File: src/rtl/byte_frame_parser.sv
// Sync/length framed byte parser: buffers the payload, checks a trailing CRC-8 and
// releases clean frames as an AXI-Stream packet. BYTE_FRAME_PARSER_CRC_EN enables the CRC byte.
module byte_frame_parser #(
  parameter logic [7:0] SYNC_BYTE      = 8'hD5,
  parameter int         MAX_LEN        = 64,
  parameter int         TIMEOUT_CYCLES = 1024
) (
  input  logic       clk_fast,
  input  logic       aresetn,
  input  logic [7:0] byte_in,
  input  logic       byte_valid,
  output logic [7:0] m_tdata,
  output logic       m_tvalid,
  input  logic       m_tready,
  output logic       m_tlast,
  output logic       frame_ok,
  output logic       frame_err,
  output logic [7:0] err_cnt,
  output logic [7:0] drop_cnt
);

  localparam int PTR_W  = (MAX_LEN > 1) ? $clog2(MAX_LEN) : 1;
  localparam int IDLE_W = $clog2(TIMEOUT_CYCLES + 1);
  localparam logic [IDLE_W-1:0] IDLE_LAST = IDLE_W'(TIMEOUT_CYCLES - 1);
  localparam logic [IDLE_W-1:0] IDLE_ONE  = IDLE_W'(1);
  localparam logic [8:0]        MAX_LEN_9 = 9'(MAX_LEN);

  typedef enum logic [2:0] {
    ST_HUNT,
    ST_LEN,
    ST_PAYLOAD,
`ifdef BYTE_FRAME_PARSER_CRC_EN
    ST_CRC,
`endif
    ST_DRAIN
  } state_t;

  state_t             state_q, state_d;
  logic [7:0]         len_q, len_d;
  logic [7:0]         wr_ptr_q, wr_ptr_d;
  logic [7:0]         rd_ptr_q, rd_ptr_d;
  logic [IDLE_W-1:0]  idle_q, idle_d;
  logic [7:0]         m_tdata_q;
  logic               m_tvalid_q, m_tvalid_d;
  logic               m_tlast_q, m_tlast_d;
  logic               frame_ok_q, frame_ok_d;
  logic               frame_err_q, frame_err_d;
  logic [7:0]         err_cnt_q, err_cnt_d;
  logic [7:0]         drop_cnt_q, drop_cnt_d;
  logic               wr_en;
  logic               rd_en;
  logic               in_frame;
  logic               len_bad;
  logic               timeout;

  logic [7:0] mem [MAX_LEN];

`ifdef BYTE_FRAME_PARSER_CRC_EN
  logic [7:0] crc_q, crc_d;

  // MSB-first CRC-8, poly 0x07, one whole byte per call
  function automatic logic [7:0] crc8_next(input logic [7:0] crc, input logic [7:0] data);
    logic [7:0] c;
    c = crc ^ data;
    for (int i = 0; i < 8; i++) begin
      c = c[7] ? ({c[6:0], 1'b0} ^ 8'h07) : {c[6:0], 1'b0};
    end
    return c;
  endfunction

  assign in_frame = (state_q == ST_LEN) || (state_q == ST_PAYLOAD) || (state_q == ST_CRC);
`else
  assign in_frame = (state_q == ST_LEN) || (state_q == ST_PAYLOAD);
`endif

  assign len_bad = (byte_in == 8'd0) || ({1'b0, byte_in} > MAX_LEN_9);
  assign timeout = in_frame && !byte_valid && (idle_q == IDLE_LAST);

  always_comb begin
    state_d     = state_q;
    len_d       = len_q;
    wr_ptr_d    = wr_ptr_q;
    rd_ptr_d    = rd_ptr_q;
    idle_d      = idle_q;
    m_tvalid_d  = m_tvalid_q;
    m_tlast_d   = m_tlast_q;
    frame_ok_d  = 1'b0;
    frame_err_d = 1'b0;
    err_cnt_d   = err_cnt_q;
    drop_cnt_d  = drop_cnt_q;
    wr_en       = 1'b0;
    rd_en       = 1'b0;
`ifdef BYTE_FRAME_PARSER_CRC_EN
    crc_d       = crc_q;
`endif

    if (byte_valid || !in_frame) begin
      idle_d = '0;
    end else begin
      idle_d = idle_q + IDLE_ONE;
    end

    case (state_q)
      ST_HUNT: begin
        if (byte_valid && (byte_in == SYNC_BYTE)) begin
          state_d = ST_LEN;
        end
      end

      ST_LEN: begin
        if (byte_valid) begin
          if (len_bad) begin
            frame_err_d = 1'b1;
            state_d     = ST_HUNT;
          end else begin
            len_d    = byte_in;
            wr_ptr_d = 8'd0;
            state_d  = ST_PAYLOAD;
`ifdef BYTE_FRAME_PARSER_CRC_EN
            crc_d    = crc8_next(8'h00, byte_in);
`endif
          end
        end
      end

      ST_PAYLOAD: begin
        if (byte_valid) begin
          wr_en    = 1'b1;
          wr_ptr_d = wr_ptr_q + 8'd1;
`ifdef BYTE_FRAME_PARSER_CRC_EN
          crc_d    = crc8_next(crc_q, byte_in);
          if (wr_ptr_q == len_q - 8'd1) begin
            state_d = ST_CRC;
          end
`else
          if (wr_ptr_q == len_q - 8'd1) begin
            frame_ok_d = 1'b1;
            rd_ptr_d   = 8'd0;
            state_d    = ST_DRAIN;
          end
`endif
        end
      end

`ifdef BYTE_FRAME_PARSER_CRC_EN
      ST_CRC: begin
        if (byte_valid) begin
          if (byte_in == crc_q) begin
            frame_ok_d = 1'b1;
            rd_ptr_d   = 8'd0;
            state_d    = ST_DRAIN;
          end else begin
            frame_err_d = 1'b1;
            state_d     = ST_HUNT;
          end
        end
      end
`endif

      ST_DRAIN: begin
        if (byte_valid && (drop_cnt_q != 8'hFF)) begin
          drop_cnt_d = drop_cnt_q + 8'd1;
        end
        // Output register refills whenever it is empty or being consumed
        if (!m_tvalid_q || m_tready) begin
          if (rd_ptr_q != len_q) begin
            rd_en      = 1'b1;
            m_tvalid_d = 1'b1;
            m_tlast_d  = (rd_ptr_q == len_q - 8'd1);
            rd_ptr_d   = rd_ptr_q + 8'd1;
          end else begin
            m_tvalid_d = 1'b0;
            m_tlast_d  = 1'b0;
          end
        end
        if (m_tvalid_q && m_tready && m_tlast_q) begin
          state_d = ST_HUNT;
        end
      end

      default: begin
        state_d = ST_HUNT;
      end
    endcase

    if (timeout) begin
      frame_err_d = 1'b1;
      state_d     = ST_HUNT;
    end

    if (frame_err_d && (err_cnt_q != 8'hFF)) begin
      err_cnt_d = err_cnt_q + 8'd1;
    end
  end

  always_ff @(posedge clk_fast) begin
    if (!aresetn) begin
      state_q     <= ST_HUNT;
      len_q       <= 8'd0;
      wr_ptr_q    <= 8'd0;
      rd_ptr_q    <= 8'd0;
      idle_q      <= '0;
      m_tvalid_q  <= 1'b0;
      m_tlast_q   <= 1'b0;
      frame_ok_q  <= 1'b0;
      frame_err_q <= 1'b0;
      err_cnt_q   <= 8'd0;
      drop_cnt_q  <= 8'd0;
`ifdef BYTE_FRAME_PARSER_CRC_EN
      crc_q       <= 8'd0;
`endif
    end else begin
      state_q     <= state_d;
      len_q       <= len_d;
      wr_ptr_q    <= wr_ptr_d;
      rd_ptr_q    <= rd_ptr_d;
      idle_q      <= idle_d;
      m_tvalid_q  <= m_tvalid_d;
      m_tlast_q   <= m_tlast_d;
      frame_ok_q  <= frame_ok_d;
      frame_err_q <= frame_err_d;
      err_cnt_q   <= err_cnt_d;
      drop_cnt_q  <= drop_cnt_d;
`ifdef BYTE_FRAME_PARSER_CRC_EN
      crc_q       <= crc_d;
`endif
    end
  end

  // Payload buffer: plain write port, registered read feeding m_tdata directly
  always_ff @(posedge clk_fast) begin
    if (wr_en) begin
      mem[wr_ptr_q[PTR_W-1:0]] <= byte_in;
    end
  end

  always_ff @(posedge clk_fast) begin
    if (!aresetn) begin
      m_tdata_q <= 8'd0;
    end else if (rd_en) begin
      m_tdata_q <= mem[rd_ptr_q[PTR_W-1:0]];
    end
  end

  assign m_tdata   = m_tdata_q;
  assign m_tvalid  = m_tvalid_q;
  assign m_tlast   = m_tlast_q;
  assign frame_ok  = frame_ok_q;
  assign frame_err = frame_err_q;
  assign err_cnt   = err_cnt_q;
  assign drop_cnt  = drop_cnt_q;

endmodule
File: config.mk
export PLATFORM = sky130hd
export DESIGN_NAME = byte_frame_parser
export DESIGN_NICKNAME = d
export VERILOG_FILES = /design/src/rtl/byte_frame_parser.sv
export SDC_FILE = /design/constraint.sdc
export NUM_CORES = 1
export LEC_CHECK = 0
export CAP_MARGIN = 20
export CORE_MARGIN = 2
export CORE_UTILIZATION = 58
export CTS_BUF_LIST = sky130_fd_sc_hd__clkbuf_2 sky130_fd_sc_hd__clkbuf_4 sky130_fd_sc_hd__clkbuf_8
export CTS_CLUSTER_SIZE = 16
export DETAILED_ROUTE_END_ITERATION = 16
export HOLD_SLACK_MARGIN = 0.08
export PLACE_DENSITY = 0.82
export SLEW_MARGIN = 20
export SYNTH_ARGS = -nofsm -noshare
export SYNTH_HDL_FRONTEND = slang
export SYNTH_SLANG_ARGS = --single-unit
File: constraint.sdc
create_clock -name clk_fast -period 2.09 [get_ports clk_fast]
set_input_delay 0.209 -clock clk_fast [delete_from_list [all_inputs] [get_ports clk_fast]]
set_output_delay 0.209 -clock clk_fast [all_outputs]
set_load 0.01 [all_outputs]
* Yosys cells after proc, flatten, opt, wreduce, memory -nomap -nowiden
Memory sizes are Yosys's and may differ from the RTL's. A register that Yosys moved wholly into a read port is not among the register bits.
Index checks and enable logic that the tools add are counted.
** Word-level totals
- Bits in registers :: 58
- Latch bits :: 0
- RAM bits :: 512
- Bits in read-only memories :: 0
- Input port bits :: 12
- Output and inout bits :: 28
- Word-level logic and storage cells :: 96
- Memories kept :: 1
** Operators by class
- Add/sub/neg operators :: 6
- Multiply operators :: 0
- Div/mod/pow operators :: 0
- Magnitude comparators :: 1
- Equal/unequal tests :: 18
- Shifts and indexed selects :: 0
- Mux-type cells :: 29
- Bitwise operators :: 2
- Reductions and logical operators :: 28
** Memory list
- mem :: depth 64, width 8, rd ports 1, clocked after Yosys merged registers in 1, write ports 1, RTL line 56 : logic [7:0] mem [MAX_LEN];
** Operator list (number)
- $mux W8 :: 7
- $add A8 B1 Y8 const B :: 4
- $pmux W8 S2 :: 2
- $eq A8 B8 Y1 :: 2
- $ne A8 B8 Y1 const B :: 2
- $mux W3 :: 5
- $ne A2 B2 Y1 const B :: 7
- $mux W1 :: 13
- $pmux W3 S4 :: 1
- $add A11 B1 Y11 const B :: 1
- $eq A11 B10 Y1 const B :: 1
- $reduce_and A5 Y1 :: 2
- $eq A8 B8 Y1 const B :: 1
- $gt A8 B7 Y1 const B :: 1
- $logic_not A8 Y1 :: 1
- $ne A8 B8 Y1 :: 1
- $sub A8 B1 Y8 const B :: 1
- $logic_and A1 B1 Y1 :: 7
- $eq A3 B2 Y1 const B :: 2
- $reduce_and A3 Y1 :: 2
- $logic_not A1 Y1 :: 4
- $logic_or A1 B1 Y1 :: 4
- $reduce_and A2 Y1 :: 2
- $reduce_and A4 Y1 :: 1
- other kinds (7) :: 10

* Depth between registers and ports, before layout
Gate-level depths: netlist of the first run.
- Depth in word-level cells :: 7
- Depth in mapped cells :: 10

* Worst setup path after synthesis of the first run
No wires, ideal clock.
- Path type :: register to register
- Start :: register rd_ptr_q[1]
- End :: register m_tdata_q[4], in the netlist m_tdata[4] (read register of mem)
- Data arrival time :: 2.158 ns
- Path slack :: -0.194 ns
- Cell stages (with the launch flop) :: 7
- Period minus slack after synthesis :: 2.284 ns
- Cells stage by stage :: dfxtp_1 buf_4 buf_2 mux4_2 mux4_2 a311oi_1 a21oi_1
** Between the ends
- Cells in the longest elaborated chain, start to end :: 4
** Ends and longest elaborated chain
- from (decl) :: RTL line 41 : logic [7:0] rd_ptr_q, rd_ptr_d;
- from (signal assigned) :: RTL line 216 : rd_ptr_q <= rd_ptr_d;
- $ne A8 B8 Y1 :: RTL line 166 : if (rd_ptr_q != len_q) begin
- $mux W1 :: RTL line 166
- $mux W1 :: RTL line 165 : if (!m_tvalid_q || m_tready) begin
- $mux W1 :: RTL line 103 : case (state_q)
- to (decl) :: RTL line 43 : logic [7:0] m_tdata_q;
Several ways; a longest one is shown, not always the timed one.
A chain may end at the register's enable or synchronous reset.

* Final worst setup path of the first run
- Start :: register rd_ptr_q[1]
- End :: register m_tdata_q[0], in the netlist m_tdata[0] (read register of mem)
The elaborated chain is that of the path after synthesis.

==> reports/results.tsv, run 1 <==
stage	metric	value	unit
floorplan	fp.dieW	204.8	um
timing	timing.slew.headroom	0.4566	
critical_path	critical_path_class	reg2reg	
run_status	status	complete, but fails checks	
place	dp_hpwl	35710	um
floorplan	core_area	39730	um2
floorplan	rows	73	
timing	finalWorstSetupSlack	-0.2662	ns
place	placed_area	25880	um2
routing	vias	14066	
power	ir_drop	0.4285	mV
synthesis	synth_top_family_by_area	multiplexers	
global_routing	grtUsageTotal	0.2810	
synthesis	synth_compound_area_frac	0.03966	
floorplan	die_y	204.8	um
synthesis	synth_cell_types	60	
synthesis	yosys_register_bits	577	
cts	cts_root_buf	clkbuf_8	
timing	period_share	1.127	
synthesis	synth_cells	1318	
synthesis	synth_fa_ha_area_frac	0.005888	
routing	wl_per_cell	26.35	um
cts	clk_pin_slew	0.07	ns
layout	layout_commonest_cell	edfxtp_1	
routing	drc_errors	0	
routing	drt-total-wl	58630	um
synthesis	postSynth.asyncResetShare	0	
routing	dr.first_iter.drc_count	2003	
timing	setup_viol	18	
cts	clock_path_buffers	3	
cts	cts.sinks	577	
synthesis	yosys_warnings	0	
layout	drive_gt1_frac	0.3620	
place	portBuffers	39	
layout	layoutNonFillerInstCount	2225	
layout	syn_to_final_growth	21.19	%
layout	final_nets	1648	
synthesis	synthMuxAreaShare	0.1502	
floorplan	initial_core_util	0.5883	
routing	detail_route.first_pass.iterations	5	
synthesis	synth_seq_area_share	0.7134	
layout	design_area	28330	um2
power	powerDensity	784.7	nW/um2
place	routabilityCongestion	0.9187	
job	cap_violations	0	
timing	finClkSkew	0.04231	ns
timing	min_period	2.356	ns
synthesis	synthesis.nets	1341	
global_routing	grt_max_degree	66	
place	dp_worst_setup_slack	-0.3063	ns
timing	rsz0062_at_grt	true	
synthesis	yosys.area_share.simple	0.05433	
layout	final_util	0.7130	
timing	hold_viol	0	
critical_path	worstPathArrival	2.90	ns
timing	hold_ws	0.2628	ns
layout	final_cell_mix	edfxtp_1 (512), buf_4 (217), mux4_2 (120)	
critical_path	required	2.63	ns
synthesis	synthFlopType	edfxtp_1	
timing	finalMaxSlewViolations	0	
power	p_leak	9.350	nW
routing	vias_per_cell	6.322	
min_path	hold_class	in2reg	
synthesis	synth.avg_cell_area	17.74	um2
synthesis	synth-xor-area-share	0.01799	
floorplan	io_pins	40	
cts	cts-htree-levels	3	
global_routing	grt_pass1_wl	86570	um
timing	fmax	0.4244	GHz
place	place_inst	2033	
timing	worstMarginPinSlew	0.8150	ns
critical_path	critPathLaunchType	register	
critical_path	crit_fanout	13	
cts	cts_tree	done	
critical_path	end_kind	register	
global_routing	grt_pass1_vias	14163	
floorplan	die-area	41920	um2
cts	clkLatencyLatePin	0.67	ns
cts	cts_buffers	89	
global_routing	grt_overflow_total	0	
run_status	violations	setup timing	
synthesis	syn_area	23370	um2
routing	ant_nets	0	
synthesis	synth_edf_count	512	
global_routing	antenna_found_initial	2	
-- through the flow --
step	total power [W]	setup TNS [ns]
global placement	0.01309	-8.259
floorplan	0.01286	-0.06261
finish	0.02223	-3.553
CTS	0.02232	-2.508
global route	0.02285	-4.742
detailed placement	0.01311	-27.60
-- Yosys cell counts (3+ instances only) --
cell | number | area share
ha_1 | 11 | 0.0059
buf_6 | 3 | 0.0014
o21a_1 | 3 | 0.00096
nand2_1 | 36 | 0.0058
a311oi_1 | 4 | 0.0015
edfxtp_1 | 512 | 0.66
clkbuf_1 | 31 | 0.0050
a21oi_1 | 26 | 0.0056
buf_4 | 13 | 0.0042
inv_1 | 13 | 0.0021
or3_1 | 6 | 0.0016
or4_1 | 8 | 0.0026
a22oi_1 | 25 | 0.0080
and3_1 | 10 | 0.0027
mux4_2 | 120 | 0.12
nand4_1 | 12 | 0.0032
xnor2_1 | 21 | 0.0079
nor3_1 | 6 | 0.0013
and2_1 | 3 | 0.00080
nand2b_1 | 5 | 0.0013
o21ai_0 | 25 | 0.0054
nand3b_1 | 5 | 0.0016
mux2_2 | 6 | 0.0029
nand3_1 | 20 | 0.0043
nor2b_1 | 4 | 0.0011
buf_2 | 21 | 0.0045
and4_1 | 3 | 0.0011
a21boi_0 | 3 | 0.00096
dfxtp_1 | 65 | 0.056
a221oi_1 | 4 | 0.0015
o211ai_1 | 4 | 0.0013
nor2_1 | 121 | 0.019
mux2i_1 | 74 | 0.032
or4b_1 | 3 | 0.0013
o31ai_1 | 10 | 0.0032
o22ai_1 | 7 | 0.0019
xor2_1 | 27 | 0.010
buf_1 | 6 | 0.00096
a31oi_1 | 17 | 0.0045
-- cells by family (layout without fill, tap and decap cells) --
group                    Yosys count  in the layout
AO/OA/AOI/OAI                    138            138
XOR/XNOR                          48             48
adder cells (fa/ha/maj)           11             11
buffers and inverters             89            470
flip-flops                       577            577
multiplexers                     200            200
other                              0              1
AND/OR/NAND/NOR                  255            255
-- report_power, final --
part	internal [W]	total (W)	switching [W]
sequential	0.0125	0.0125	0.00000521
clock	0.00501	0.00934	0.00433
combinational	0.0000832	0.000346	0.000263
total	0.0176	0.0222	0.00460
-- worst paths after layout --
check / startpoint / endpoint / slack, ns / cells after the start
worst max-delay path: rd_ptr_q[1] / m_tdata[0] / -0.27 / 6
worst min-delay path: byte_in[3] / mem[18][3] / 0.26 / 2
worst max register to register: rd_ptr_q[1] / m_tdata[0] / -0.27 / 6
worst min register to register: err_cnt[5] / err_cnt[5] / 0.51 / 2
-- sequential cells by signal, summed over array words and instances (netlist names), 2 cells and up --
| name | flops |
|---|---|
| drop_cnt | 8 |
| err_cnt | 8 |
| idle_q | 11 |
| len_q | 8 |
| m_tdata | 8 |
| mem | 512 |
| rd_ptr_q | 8 |
| state_q | 2 |
| wr_ptr_q | 8 |
-- what timing repair did --
item / 4_1_cts / 5_1_grt
endpoints found under the setup margin: 30 / 223
buffers inserted: 15 / 12
hold buffers: 1 / 0
gates resized for setup: 40 / 58
endpoints found under the hold margin: 8 / 0
pin swaps: 22 / 19
cloned: 0 / 1
-- per-layer routing --
| metal | GRT usage | up-vias | part of all wire |
|---|---|---|---|
| met3 | 0.06427 | 141 | 0.11 |
| met5 | 0 | - | 0.00022 |
| met2 | 0.4519 | 925 | 0.49 |
| met4 | 0.1064 | 2 | 0.035 |
| met1 | 0.3782 | 7093 | 0.37 |
| li1 | - | 5905 | - |
-- critical path, cell delays in order (launching register included) --
cell,delay [ns]
dfxtp_4,0.42
buf_4,0.17
clkbuf_16,0.20
mux4_2,0.50
mux4_2,0.50
a311oi_1,0.30
a21oi_1,0.13
-- area by class of cell --
cell class              instances  area (um2)
multi-input cells             652        6579
clock inverters                27       163.9
repair buffers                291        2545
inverters                      14       52.55
well taps                     525       656.9
diodes                          1       2.502
fillers                      2265       11400
clock buffers                 138        1630
flip-flops and latches        577       16700
(Power assumes the default switching activity.)
==> run 2: changes to the inputs <==
- TNS_END_PERCENT: unset -> 1
==> run 2 against run 1 <==
Compared with the run above: the flow still finishes with violations (setup timing); flip-flop and latch count unchanged; clock skew grew 0.0057 ns; non-clock buffer count down 8; hold slack lost 0.061 ns; via count decreased by 0.65%; sequential share of layout area rose by 0.43 points; die area unchanged; combinational power barely moved; global-route usage grew 0.42 points; critical path depth grew 1.
==> reports/results.tsv, run 2 (synthesis gave the netlist of run 1 again) <==
stage	metric	value	unit	change
run_status	status	complete, but fails checks		
run_status	violations	setup timing		
floorplan	die_y	204.8	um	unchanged
global_routing	grt_overflow_total	0		unchanged
critical_path	cp_common_cell	mux4_2		
critical_path	timing.rr.start	rd_ptr_q[1]		
routing	ant_nets	0		unchanged
routing	drc_errors	0		unchanged
floorplan	fp.dieW	204.8	um	unchanged
global_routing	grt_pass1_vias	14366		+1.4%
min_path	hold_depth	6		+4
routing	wl_per_cell	26.24	um	-0.40%
timing	period_share	1.123		-0.004051
min_path	hold_end	state_q[0]		
floorplan	initial_core_util	0.5883		unchanged
critical_path	worstPathArrival	2.87	ns	-0.03 ns
layout	final_nets	1638		-0.61%
critical_path	r2r_setup_slack	-0.26	ns	about the same
timing	min_period	2.348	ns	-0.008467 ns
critical_path	crit_fanout	13		unchanged
timing	finalWorstSetupSlack	-0.2578	ns	+0.008467 ns
layout	layout_commonest_cell	edfxtp_1		
global_routing	grt_max_degree	67		+1.5%
timing	timing.slew.headroom	0.4815		+0.02487
critical_path	crit_path_cell_trace	buf_12, mux4_2, mux4_2, mux2i_2, nor3_1, a21oi_1, o22ai_1		
power	p_total	0.02193	W	-1.3%
cts	clock_path_buffers	3		unchanged
critical_path	cp_top_family	multiplexers		
floorplan	rows	73		unchanged
global_routing	grt_pass1_wl	87230	um	+0.76%
layout	final_cell_mix	edfxtp_1 (512), buf_4 (214), mux4_2 (120)		
cts	clk_pin_slew	0.06	ns	about the same
power	p_leak	9.251	nW	-1.1%
timing	worstMarginPinSlew	0.7777	ns	-0.03731 ns
routing	dr.first_iter.drc_count	1774		-11%
global_routing	grtUsageTotal	0.2851		+0.004171
critical_path	critical_path_class	reg2reg		
critical_path	r2r-end	m_tdata[3]		
critical_path	critPathBufInv	1		-1
critical_path	r2r_cells	7		+1
timing	setup_viol	21		+3
timing	fmax	0.4259	GHz	+0.36%
layout	drive_gt1_frac	0.3422		-0.01976
global_routing	antenna_found_initial	2		unchanged
critical_path	crit_slowest_cell	mux4_2		
critical_path	end_kind	register		
cts	cts_root_buf	clkbuf_8		
cts	cts_tree	done		
timing	hold_viol	0		unchanged
critical_path	required	2.61	ns	-0.02 ns
power	powerDensity	779.8	nW/um2	-0.62%
place	routabilityCongestion	0.8794		-4.3%
floorplan	die-area	41920	um2	unchanged
critical_path	critPathLaunchType	register		
timing	rsz0062_at_grt	true		
place	portBuffers	39		unchanged
routing	drt-total-wl	58130	um	-0.85%
critical_path	cpPeakStageDelay	0.54	ns	+0.04 ns
min_path	hp-start	byte_in[7]		
job	cap_violations	0		unchanged
layout	syn_to_final_growth	20.31	%	
routing	vias_per_cell	6.309		-0.21%
place	dp_hpwl	36860	um	+3.2%
timing	finClkSkew	0.04798	ns	+0.005665 ns
timing	finalMaxSlewViolations	0		unchanged
floorplan	core_area	39730	um2	unchanged
timing	hold_ws	0.2021	ns	-0.06075 ns
power	ir_drop	0.3913	mV	-8.7%
cts	cts.sinks	577		unchanged
routing	detail_route.first_pass.iterations	5		unchanged
layout	largest_register_ffs	512		unchanged
floorplan	io_pins	40		unchanged
routing	vias	13974		-0.65%
cts	cts-htree-levels	3		unchanged
cts	clkLatencyLatePin	0.68	ns	about the same
cts	cts_buffers	87		-2.2%
min_path	hold_class	in2reg		
[run 2: cell types whose count changed in the layout (fill, tap and decap cells not counted), sizes merged]
cell	previous run	this run
buf	258	250
bufbuf	0	1
bufinv	0	1
clkbuf	139	124
clkinv	19	33
clkinvlp	3	0
[run 2: routing by layer]
| metal | GRT usage | share of wire |
|---|---|---|
| met5 | 0 | 0 |
| met4 | 0.1442 | 0.047 |
| met3 | 0.06204 | 0.10 |
| met2 | 0.4542 | 0.48 |
| met1 | 0.3743 | 0.37 |
[run 2: tightest hold or removal path: cells and delay by family]
family | cells | cell delay, ns
simple gates | 3 | 0.30
buf+inv | 1 | 0.17
compound gates | 2 | 0.14
[run 2: what timing repair did]
| item | 4_1_cts | 5_1_grt |
|---|---|---|
| setup buffers | 7 | 3 |
| hold endpoints to repair | 1 | 0 |
| cloned | 2 | 1 |
| pin swaps | 10 | 12 |
| hold buffers | 1 | 0 |
| resized for setup | 25 | 32 |
| setup endpoints to repair | 85 | 233 |
[run 2: area by class of cell]
class,instances,area (um2)
well taps,525,656.9
flip-flops and latches,577,16700
fillers,2252,11610
clock inverters,39,230.2
inverters,14,52.55
repair buffers,283,2509
multi-input cells,652,6481
clock buffers,124,1494
diodes,1,2.502
[run 2: how the worst max path moves through the flow]
stage	end	start	cells after the start	slack, ns
detailed placement	m_tdata[5]	rd_ptr_q[0]	7	-0.47
floorplan	rd_ptr_q[3]	len_q[0]	9	-0.03
global placement	m_tdata[5]	rd_ptr_q[0]	7	-0.30
finish	m_tdata[3]	rd_ptr_q[1]	7	-0.26
global route	rd_ptr_q[0]	len_q[0]	9	-0.37
CTS	m_tdata[3]	rd_ptr_q[1]	7	-0.21
[run 2: where the power goes]
group,switching [W],internal [W],total [W]
clock,0.00426,0.00478,0.00904
sequential,0.00000398,0.0125,0.0125
combinational,0.000266,0.0000809,0.000347
[run 2: per-stage QoR]
step                      setup TNS (ns)  cells  utilization  area, um2  setup slack [ns]
final                             -3.292   2215       0.7078      28120           -0.2578
after global routing              -5.401   2214       0.7078      28120           -0.3673
after CTS                         -2.621   2210       0.7037      27960           -0.2060
after detailed placement          -59.95   2037       0.6540      25990           -0.4654
after global placement            -43.22   2037       0.6540      25990           -0.3022
after floorplan                  -0.3912   1318            -      23420          -0.03299
